**config.mk**
```make
export PLATFORM = sky130hd
export DESIGN_NAME = decode_byte_queue
export DESIGN_NICKNAME = d
export VERILOG_FILES = /design/src/rtl/decode_pkg.sv /design/src/rtl/decode_window_rotator.sv /design/src/rtl/decode_byte_queue.sv
export SDC_FILE = /design/constraint.sdc
export NUM_CORES = 1
export LEC_CHECK = 0
export ABC_AREA = 0
export CAP_MARGIN = 5
export CORE_UTILIZATION = 40
export DETAILED_ROUTE_END_ITERATION = 6
export GPL_TIMING_DRIVEN = 1
export PLACE_DENSITY_LB_ADDON = 0.2
export SYNTH_ARGS = -nofsm -noshare
export SYNTH_HDL_FRONTEND = slang
export SYNTH_SLANG_ARGS = --single-unit
```
**constraint.sdc**
```tcl
create_clock -name i_clock -period 6.3 [get_ports i_clock]
set_clock_uncertainty 0.2 [all_clocks]
set_input_delay 1.26 -clock i_clock [delete_from_list [all_inputs] [get_ports i_clock]]
set_output_delay 1.26 -clock i_clock [all_outputs]
set_load 0.05 [all_outputs]
```
**src/rtl/decode_pkg.sv**
```systemverilog
// Shared constants and types for the decode byte queue.
package decode_pkg;
  localparam int DECODE_WINDOW_BYTES = 8;
  localparam int FETCH_PACKET_BYTES  = 4;
  localparam int DEFAULT_DEPTH       = 16;

  typedef logic [7:0] byte_t;
endpackage

```
**src/rtl/decode_window_rotator.sv**
```systemverilog
// Selects the 8 oldest queued bytes from the circular buffer.
module decode_window_rotator
  import decode_pkg::*;
#(
  parameter int DEPTH = DEFAULT_DEPTH,
  parameter int PTR_W = $clog2(DEPTH)
) (
  input  byte_t            mem_i    [DEPTH],
  input  logic [PTR_W-1:0] rd_ptr_i,
  input  logic [PTR_W:0]   count_i,
  output byte_t            win_o    [DECODE_WINDOW_BYTES],
  output logic [3:0]       wbytes_o
);

  localparam int CNT_W = PTR_W + 1;

  logic [PTR_W-1:0] idx [DECODE_WINDOW_BYTES];

  assign wbytes_o = (count_i > CNT_W'(DECODE_WINDOW_BYTES))
                  ? 4'(DECODE_WINDOW_BYTES)
                  : 4'(count_i);

  // Pointer arithmetic truncates to PTR_W, so the window wraps for free.
  for (genvar k = 0; k < DECODE_WINDOW_BYTES; k++) begin : g_win
    assign idx[k]   = rd_ptr_i + PTR_W'(k);
    assign win_o[k] = (4'(k) < wbytes_o) ? mem_i[idx[k]] : 8'h00;
  end

endmodule

```
**src/rtl/decode_byte_queue.sv**
```systemverilog
// Instruction byte queue: packet push, aligned window, consume retire.
module decode_byte_queue
  import decode_pkg::*;
#(
  parameter int DEPTH = DEFAULT_DEPTH,
  parameter int PTR_W = $clog2(DEPTH)
) (
  input  logic             i_clock,
  input  logic             i_reset,
  input  logic             i_flush,
  input  logic             i_fetch_valid,
  input  logic [2:0]       i_fetch_bytes,
  input  byte_t            i_fetch_data [0:3],
  output logic             o_fetch_ready,
  output byte_t            o_window     [0:7],
  output logic [3:0]       o_window_bytes,
  input  logic             i_consume_valid,
  input  logic [3:0]       i_consume_bytes,
  output logic [PTR_W:0]   o_count,
  output logic             o_error
);

  localparam int CNT_W = PTR_W + 1;

  byte_t            mem_q [DEPTH];
  logic [PTR_W-1:0] rd_q, rd_d;
  logic [PTR_W-1:0] wr_q, wr_d;
  logic [PTR_W:0]   count_q, count_d;
  logic             err_q, err_d;

  logic push_legal, push_take, push_bad;
  logic cons_ok, cons_bad;

  assign o_fetch_ready = count_q <= CNT_W'(DEPTH - FETCH_PACKET_BYTES);

  assign push_legal = (i_fetch_bytes != 3'd0)
                   && (i_fetch_bytes <= 3'(FETCH_PACKET_BYTES));
  assign push_take  = i_fetch_valid && o_fetch_ready && push_legal;
  assign push_bad   = i_fetch_valid && o_fetch_ready && !push_legal;

  // Window never exceeds 8, so this also rejects counts above 8.
  assign cons_ok  = i_consume_valid && (i_consume_bytes <= o_window_bytes);
  assign cons_bad = i_consume_valid && !cons_ok;

  always_comb begin
    rd_d    = rd_q;
    wr_d    = wr_q;
    count_d = count_q;
    err_d   = 1'b0;
    if (i_flush) begin
      rd_d    = '0;
      wr_d    = '0;
      count_d = '0;
    end else begin
      if (push_take) begin
        wr_d = wr_q + PTR_W'(i_fetch_bytes);
      end
      if (cons_ok) begin
        rd_d = rd_q + PTR_W'(i_consume_bytes);
      end
      count_d = count_q
              + (push_take ? CNT_W'(i_fetch_bytes) : '0)
              - (cons_ok ? CNT_W'(i_consume_bytes) : '0);
      err_d   = push_bad || cons_bad;
    end
  end

  always_ff @(posedge i_clock) begin
    if (i_reset) begin
      rd_q    <= '0;
      wr_q    <= '0;
      count_q <= '0;
      err_q   <= 1'b0;
    end else begin
      rd_q    <= rd_d;
      wr_q    <= wr_d;
      count_q <= count_d;
      err_q   <= err_d;
    end
  end

  // Storage is deliberately unreset; the pointers define validity.
  always_ff @(posedge i_clock) begin
    for (int k = 0; k < FETCH_PACKET_BYTES; k++) begin
      if (!i_reset && !i_flush && push_take
          && (3'(k) < i_fetch_bytes)) begin
        mem_q[wr_q + PTR_W'(k)] <= i_fetch_data[k];
      end
    end
  end

  decode_window_rotator #(
    .DEPTH (DEPTH),
    .PTR_W (PTR_W)
  ) u_rot (
    .mem_i    (mem_q),
    .rd_ptr_i (rd_q),
    .count_i  (count_q),
    .win_o    (o_window),
    .wbytes_o (o_window_bytes)
  );

  assign o_count = count_q;
  assign o_error = err_q;

endmodule

```
==> out/results.tsv, run 1 <==
stage	metric	value	unit
clocking	cts_tree	yes	
final_layout	area_growth	13.8	%
worst_setup_path	cpMostUsedCell	a211oi_1	
drt	drcViolationCount	0	
clocking	cts_resized	0	
hold_path	hp-class	reg2reg	
timing	hold_slack	0.403	ns
floorplanning	die_w	191	um
logic_synthesis	yosysUniqueCellTypes	70	
worst_setup_path	rrSetupSlack	1.86	ns
logic_synthesis	synth.area.top_cells	mux4_2 (28%), dfxtp_1 (20%), a211oi_1 (4.8%)	
worst_setup_path	critPathLaunchType	flip-flop	
final_layout	drive_gt1_share	18.0	%
worst_setup_path	crit_path_top_delay_cell	xnor2_1	
grt	grt_pass1_wl	94700	um
timing	fin_crit_sh	89.1	%
clocking	cts.htree.levels	4	
worst_setup_path	crit_type	reg2out	
floorplanning	rows	68	
power	peakVddDrop	0.000335	V
grt	grt_max_degree	136	
logic_synthesis	synthFlopType	dfxtp_1	
outcome	status	completed	
placement	io_buffers	118	
worst_setup_path	arrival	4.15	ns
logic_synthesis	synth_nets	1614	
placement	dp_hpwl	50300	um
worst_setup_path	end_kind	output pin	
run	cap_violations	0	
floorplanning	num_io_pins	119	
clocking	postCtsSetupRepairBufs	0	
worst_setup_path	cp_cell_sequence	buf_12, a21oi_1, xnor2_1, a211oi_1, a211oi_1, clkdlybuf4s50_1	
drt	met3_length	9110	um
final_layout	final_common_cell	nor2_1	
timing	rsz0062_at_grt	false	
clocking	cts_buffer_depth	2	
floorplanning	core-area	0.0349	sq mm
drt	maxUsedRoutingLayer	met4	
drt	antenna_left	0	
final_layout	layout.nets	1632	
clocking	clkTransAtPathRegs	0.08	ns
drt	routed-wl-met2	27400	um
grt	grt_usage	35.9	%
clocking	cts.sinks	142	
logic_synthesis	synth_top_cell_area_share	27.5	%
logic_synthesis	syn_area_per_cell	9.31	sq um
logic_synthesis	synth_seq_cells	142	
drt	firstDrtPassIters	5	
timing	tns	0	ns
worst_setup_path	reg2reg_depth	15	
hold_path	worstHoldStart	mem_q[55]	
logic_synthesis	syn_area	0.0143	sq mm
logic_synthesis	synth.largest_area_cell	mux4_2	
logic_synthesis	ys_seq_area_share	19.8	%
logic_synthesis	synth_edf_count	0	
logic_synthesis	async_flop_share	0	%
worst_setup_path	reg2reg_from	o_count[4]	
logic_synthesis	synth_warnings	0	
power	power.density	332	mW/mm^2
timing	hold_viol	0	
grt	grt_pass1_vias	13583	
worst_setup_path	cp_top_family	buffers and inverters	
final_layout	diodes	0	
clocking	cts_made_buffers	17	
placement	gp_congestion	1.00	
timing	slew_violations	0	
worst_setup_path	timing.rr.end	o_count[4]	
clocking	cts_hold_buf	0	
drt	wl_met1	24900	um
worst_setup_path	crit_path_max_incr_delay	1.02	ns
worst_setup_path	cp.required	4.84	ns
hold_path	holdPathStages	2	
final_layout	layout_common_cells	nor2_1 (181), mux4_2 (175), dfxtp_1 (140)	
floorplanning	die_y	191	um
drt	vias_per_cell	7.34	
worst_setup_path	path_buf_inv	2	
drt	wirelength	65600	um
floorplanning	dieArea	0.0366	sq mm
grt	overflow	0	
timing	relSlewSlack	15.5	%
worst_setup_path	worstPathMaxFanout	135	
drt	wl_per_cell	32.4	um
floorplanning	start_util	41.1	%
drt	drt_iter0_drc	2138	
timing	worstMarginPinSlew	1.26	ns
clocking	cts-root-buf	clkbuf_16	
timing	fin_crit	5.61	ns
clocking	clock_latency	0.45	ns
timing	fmax	0.178	GHz
hold_path	whs_endpoint	mem_q[55]	
logic_synthesis	synth_cells	1540	
drt	vias	14879	
timing	finalSetupViolCount	0	
power	p_leak	5.47	nW
grt	antenna_found_initial	0	
## synthesized netlist by cell type (all sizes together), types with 9 or more instances
master	number
nand4	17
mux2i	56
xor2	10
a21o	9
ha	25
and2	32
a211oi	93
nor4	9
o211ai	21
o31ai	18
a221o	68
a211o	10
buf	56
inv	24
o22ai	25
mux4	175
a21oi	69
nand2	87
dfxtp	142
nor2	181
nor3	82
xnor2	9
a21boi	14
nor2b	46
or3	9
o21ai	66
clkbuf	97
nand3	17
o22a	9
## flip-flops by register name, summed over array words and instances, names as in the netlist
signal	flops
wr_q	4
o_count	5
mem_q	128
o_error	1
rd_q	4
## report_power, final
part / internal [mW] / leakage, nW / switching, mW / total [mW]
Sequential: 1.05 / 1.16 / 0.300 / 1.36
Clock: 0.529 / 0.278 / 0.499 / 1.03
Combinational: 1.21 / 4.03 / 1.82 / 3.03
Total: 2.79 / 5.47 / 2.62 / 5.41
## final cells by class
class                      count  area (sq um)
inverter                      24          90.1
fill                        3365         18600
timing repair buffer         152          1450
tap                          455           569
clock buffer                  18           429
multi-input combinational   1221         10800
sequential                   142          2850
clock inverter                14           139
## logic make-up (layout without fill, tap and decap cells)
logic type,count (synthesis),in the layout,share of synthesized area (%)
compound gates,430,430,21.8
xor+xnor,19,19,1.27
fa+ha+maj,30,30,2.88
buf+inv,177,208,5.00
flops,142,142,19.8
mux,231,231,31.4
simple gates,511,511,17.8
## per-stage QoR
| stage | setup WS [ns] | instance area, sq um | utilization, % | instances | power, mW |
|---|---|---|---|---|---|
| 3_3_place_gp | 1.11 | 15700 | 45.1 | 1994 | 4.30 |
| 4_1_cts | 0.684 | 16300 | 46.7 | 2026 | 5.35 |
| 5_1_grt | 0.371 | 16300 | 46.7 | 2026 | 5.62 |
| 3_5_place_dp | 1.07 | 15700 | 45.1 | 1994 | 4.35 |
| 6_report | 0.686 | 16300 | 46.7 | 2026 | 5.41 |
| 2_1_floorplan | 0.619 | 14300 | - | 1540 | 3.33 |
## worst reg2reg max path, stage by stage (launching register included)
cell and delay, ns:
dfxtp_1 0.42, nor2_1 0.40, nand2_1 0.14, ha_1 0.33, nor2b_1 0.13, o21ai_0 0.15, a21oi_1 0.23, nor2b_1 0.68
and2_1 0.25, fa_1 0.47, fa_1 0.48, inv_1 0.07, a21o_1 0.11, a21oi_1 0.07, xnor2_1 0.16, nor2_1 0.05
## how the worst max path moves through the flow
stage                     slack, ns          startpoint           end  depth (start not counted)
after global placement         1.11  i_consume_bytes[1]    o_count[4]                         14
after floorplan                0.62             rd_q[1]  o_window[37]                         11
after global routing           0.37             rd_q[0]  o_window[16]                          6
after detailed placement       1.07  i_consume_bytes[1]    o_count[4]                         14
final                          0.69             rd_q[0]  o_window[16]                          6
after CTS                      0.68             rd_q[0]  o_window[17]                          6
## layer usage
layer / vias to the layer above / global-route usage, %
met4: 0 / 20.6
met2: 1281 / 51.9
met3: 242 / 9.51
met1: 7220 / 48.2
met5: - / 0
li1: 6136 / -
No activity file was read; power rests on OpenSTA's default activity.
==> run 2: changes to the inputs <==
- PLACE_DENSITY_LB_ADDON: 0.2 -> 0.3
- clock period: 6.3 -> 6.2 ns (I/O delays scaled with it)
==> run 2 against run 1 <==
Compared with the run above:
- via count rose by 1.7%
- critical endpoint is now o_window[52]
- cell count rose by 0.30%
- first-iteration DRC count rose by 33%
- combinational power barely moved
- non-clock buffer count rose by 5
- routed wire length rose by 0.43%
- register-to-register slack got worse by 0.26 ns
- die area did not move
- sequential power rose by 6%
- flip-flop and latch count did not move
- setup slack got worse by 0.25 ns
==> out/results.tsv, run 2 (synthesis gave the netlist of run 1 again) <==
stage	metric	value	unit
grt	antenna_found_initial	0	
grt	grt_pass1_wl	95600	um
final_layout	area_growth	14.1	%
final_layout	largest_register	mem_q	
floorplanning	dieArea	0.0366	sq mm
hold_path	hp-class	reg2reg	
placement	pre_cts_ws	0.871	ns
timing	rsz0062_at_grt	false	
drt	wirelength	65900	um
floorplanning	core-area	0.0349	sq mm
clocking	clock_latency	0.44	ns
clocking	cts_hold_buf	0	
drt	vias	15138	
worst_setup_path	cp_cell_sequence	inv_1, ha_2, buf_4, buf_4, mux4_2, mux4_2, nor2b_1, clkdlybuf4s50_1	
drt	drcViolationCount	0	
grt	overflow	0	
placement	gp_congestion	1.09	
grt	grt_max_degree	85	
grt	grt_usage	36.1	%
floorplanning	start_util	41.1	%
worst_setup_path	cp.required	4.76	ns
timing	fmax	0.173	GHz
floorplanning	rows	68	
worst_setup_path	crit_path_top_delay_cell	clkdlybuf4s50_1	
drt	drt_iter0_drc	2852	
run	cap_violations	0	
timing	setup_slack	0.432	ns
worst_setup_path	crit_path_max_incr_delay	0.75	ns
worst_setup_path	end_kind	output pin	
final_layout	n_fill_cell	3298	
placement	io_buffers	118	
timing	worstMarginPinSlew	1.25	ns
clocking	clkTransAtPathRegs	0.07	ns
final_layout	layout.nets	1637	
worst_setup_path	path_buf_inv	4	
worst_setup_path	crit_type	reg2out	
drt	antenna_left	0	
final_layout	final_common_cell	nor2_1	
worst_setup_path	arrival	4.33	ns
final_layout	layout_common_cells	nor2_1 (181), mux4_2 (175), dfxtp_1 (140)	
floorplanning	die_w	191	um
clocking	cts_tree	yes	
placement	dp_hpwl	48700	um
clocking	cts_resized	0	
timing	hold_viol	0	
timing	finalSetupViolCount	0	
final_layout	final_cells	2032	
clocking	postCtsSetupRepairBufs	0	
clocking	cts.sinks	142	
timing	tns	0	ns
clocking	cts-root-buf	clkbuf_16	
clocking	cts.htree.levels	4	
worst_setup_path	worstPathMaxFanout	40	
final_layout	largest_reg_flops	128	
drt	vias_per_cell	7.45	
placement	dp_cells	1999	
timing	hold_slack	0.382	ns
timing	relSlewSlack	15.8	%
power	peakVddDrop	0.000466	V
power	power.density	339	mW/mm^2
worst_setup_path	cp_top_family	buffers and inverters	
clocking	cts_made_buffers	17	
final_layout	drive_gt1_share	18.2	%
drt	wl_per_cell	32.4	um
timing	fin_crit	5.77	ns
grt	grt_pass1_vias	13935	
floorplanning	num_io_pins	119	
worst_setup_path	critPathLaunchType	flip-flop	
floorplanning	die_y	191	um
outcome	status	completed	
drt	firstDrtPassIters	7	
timing	fin_crit_sh	93.0	%
timing	slew_violations	0	
clocking	cts_buffer_depth	2	
power	p_leak	5.48	nW
[run 2: cell types whose count changed in the layout (fill, tap and decap cells not counted), sizes merged]
cell / delta
buf: +5
clkbuf: +1
clkinvlp: +3
diode: +1
bufinv: +1
inv: -5
[run 2: path summary, 6_finish.rpt]
kind         startpoint            to  slack [ns]  cells past startpoint
max             rd_q[1]  o_window[52]        0.43                      8
min           mem_q[52]     mem_q[52]        0.38                      2
max reg2reg  o_count[4]    o_count[3]        1.60                     15
min reg2reg   mem_q[52]     mem_q[52]        0.38                      2
[run 2: power by group]
part           internal, mW  total, mW  leakage [nW]  switching (mW)
logic                  1.22       3.06          4.06            1.84
registers              1.07       1.44          1.16           0.365
clock network         0.562       1.04         0.264           0.482
total                  2.86       5.54          5.48            2.68
[run 2: per-layer routing]
layer / GRT usage [%] / up-vias / share of wire (%)
li1: - / 6119 / -
met1: 47.5 / 7213 / 36
met2: 49.8 / 1501 / 40
met3: 13.2 / 305 / 17
met4: 22.6 / 0 / 7.8
met5: 0 / - / 0
[run 2: final cells by class]
| type | instances | area, sq um | share of cell area [%] |
|---|---|---|---|
| clock inverter | 13 | 130 | 0.796 |
| clock buffer | 19 | 433 | 2.65 |
| multi-input combinational | 1221 | 10800 | 66.0 |
| timing repair buffer | 157 | 1490 | 9.09 |
| antenna | 1 | 2.50 | 0.0153 |
| inverter | 24 | 90.1 | 0.551 |
| sequential | 142 | 2850 | 17.4 |
| tap | 455 | 569 | 3.48 |
[run 2: worst register-to-register path, stage by stage, from the launching register on]
cell	delay [ns]
dfxtp_1	0.43
nor2_1	0.41
nand2_1	0.15
ha_1	0.33
nor2b_1	0.13
o21ai_0	0.08
a21oi_1	0.60
nor2b_1	0.39
and2_1	0.29
fa_1	0.57
inv_1	0.06
ha_1	0.28
a21o_1	0.18
a21oi_1	0.16
xor2_1	0.17
nor2_1	0.06
[run 2: metrics by stage]
stage	total power [mW]	instance area, sq um	util (%)
4_1_cts	5.44	16300	46.8
3_3_place_gp	4.38	15800	45.2
6_report	5.54	16300	46.9
3_5_place_dp	4.42	15800	45.2
2_1_floorplan	3.38	14300	-
5_1_grt	5.72	16300	46.9
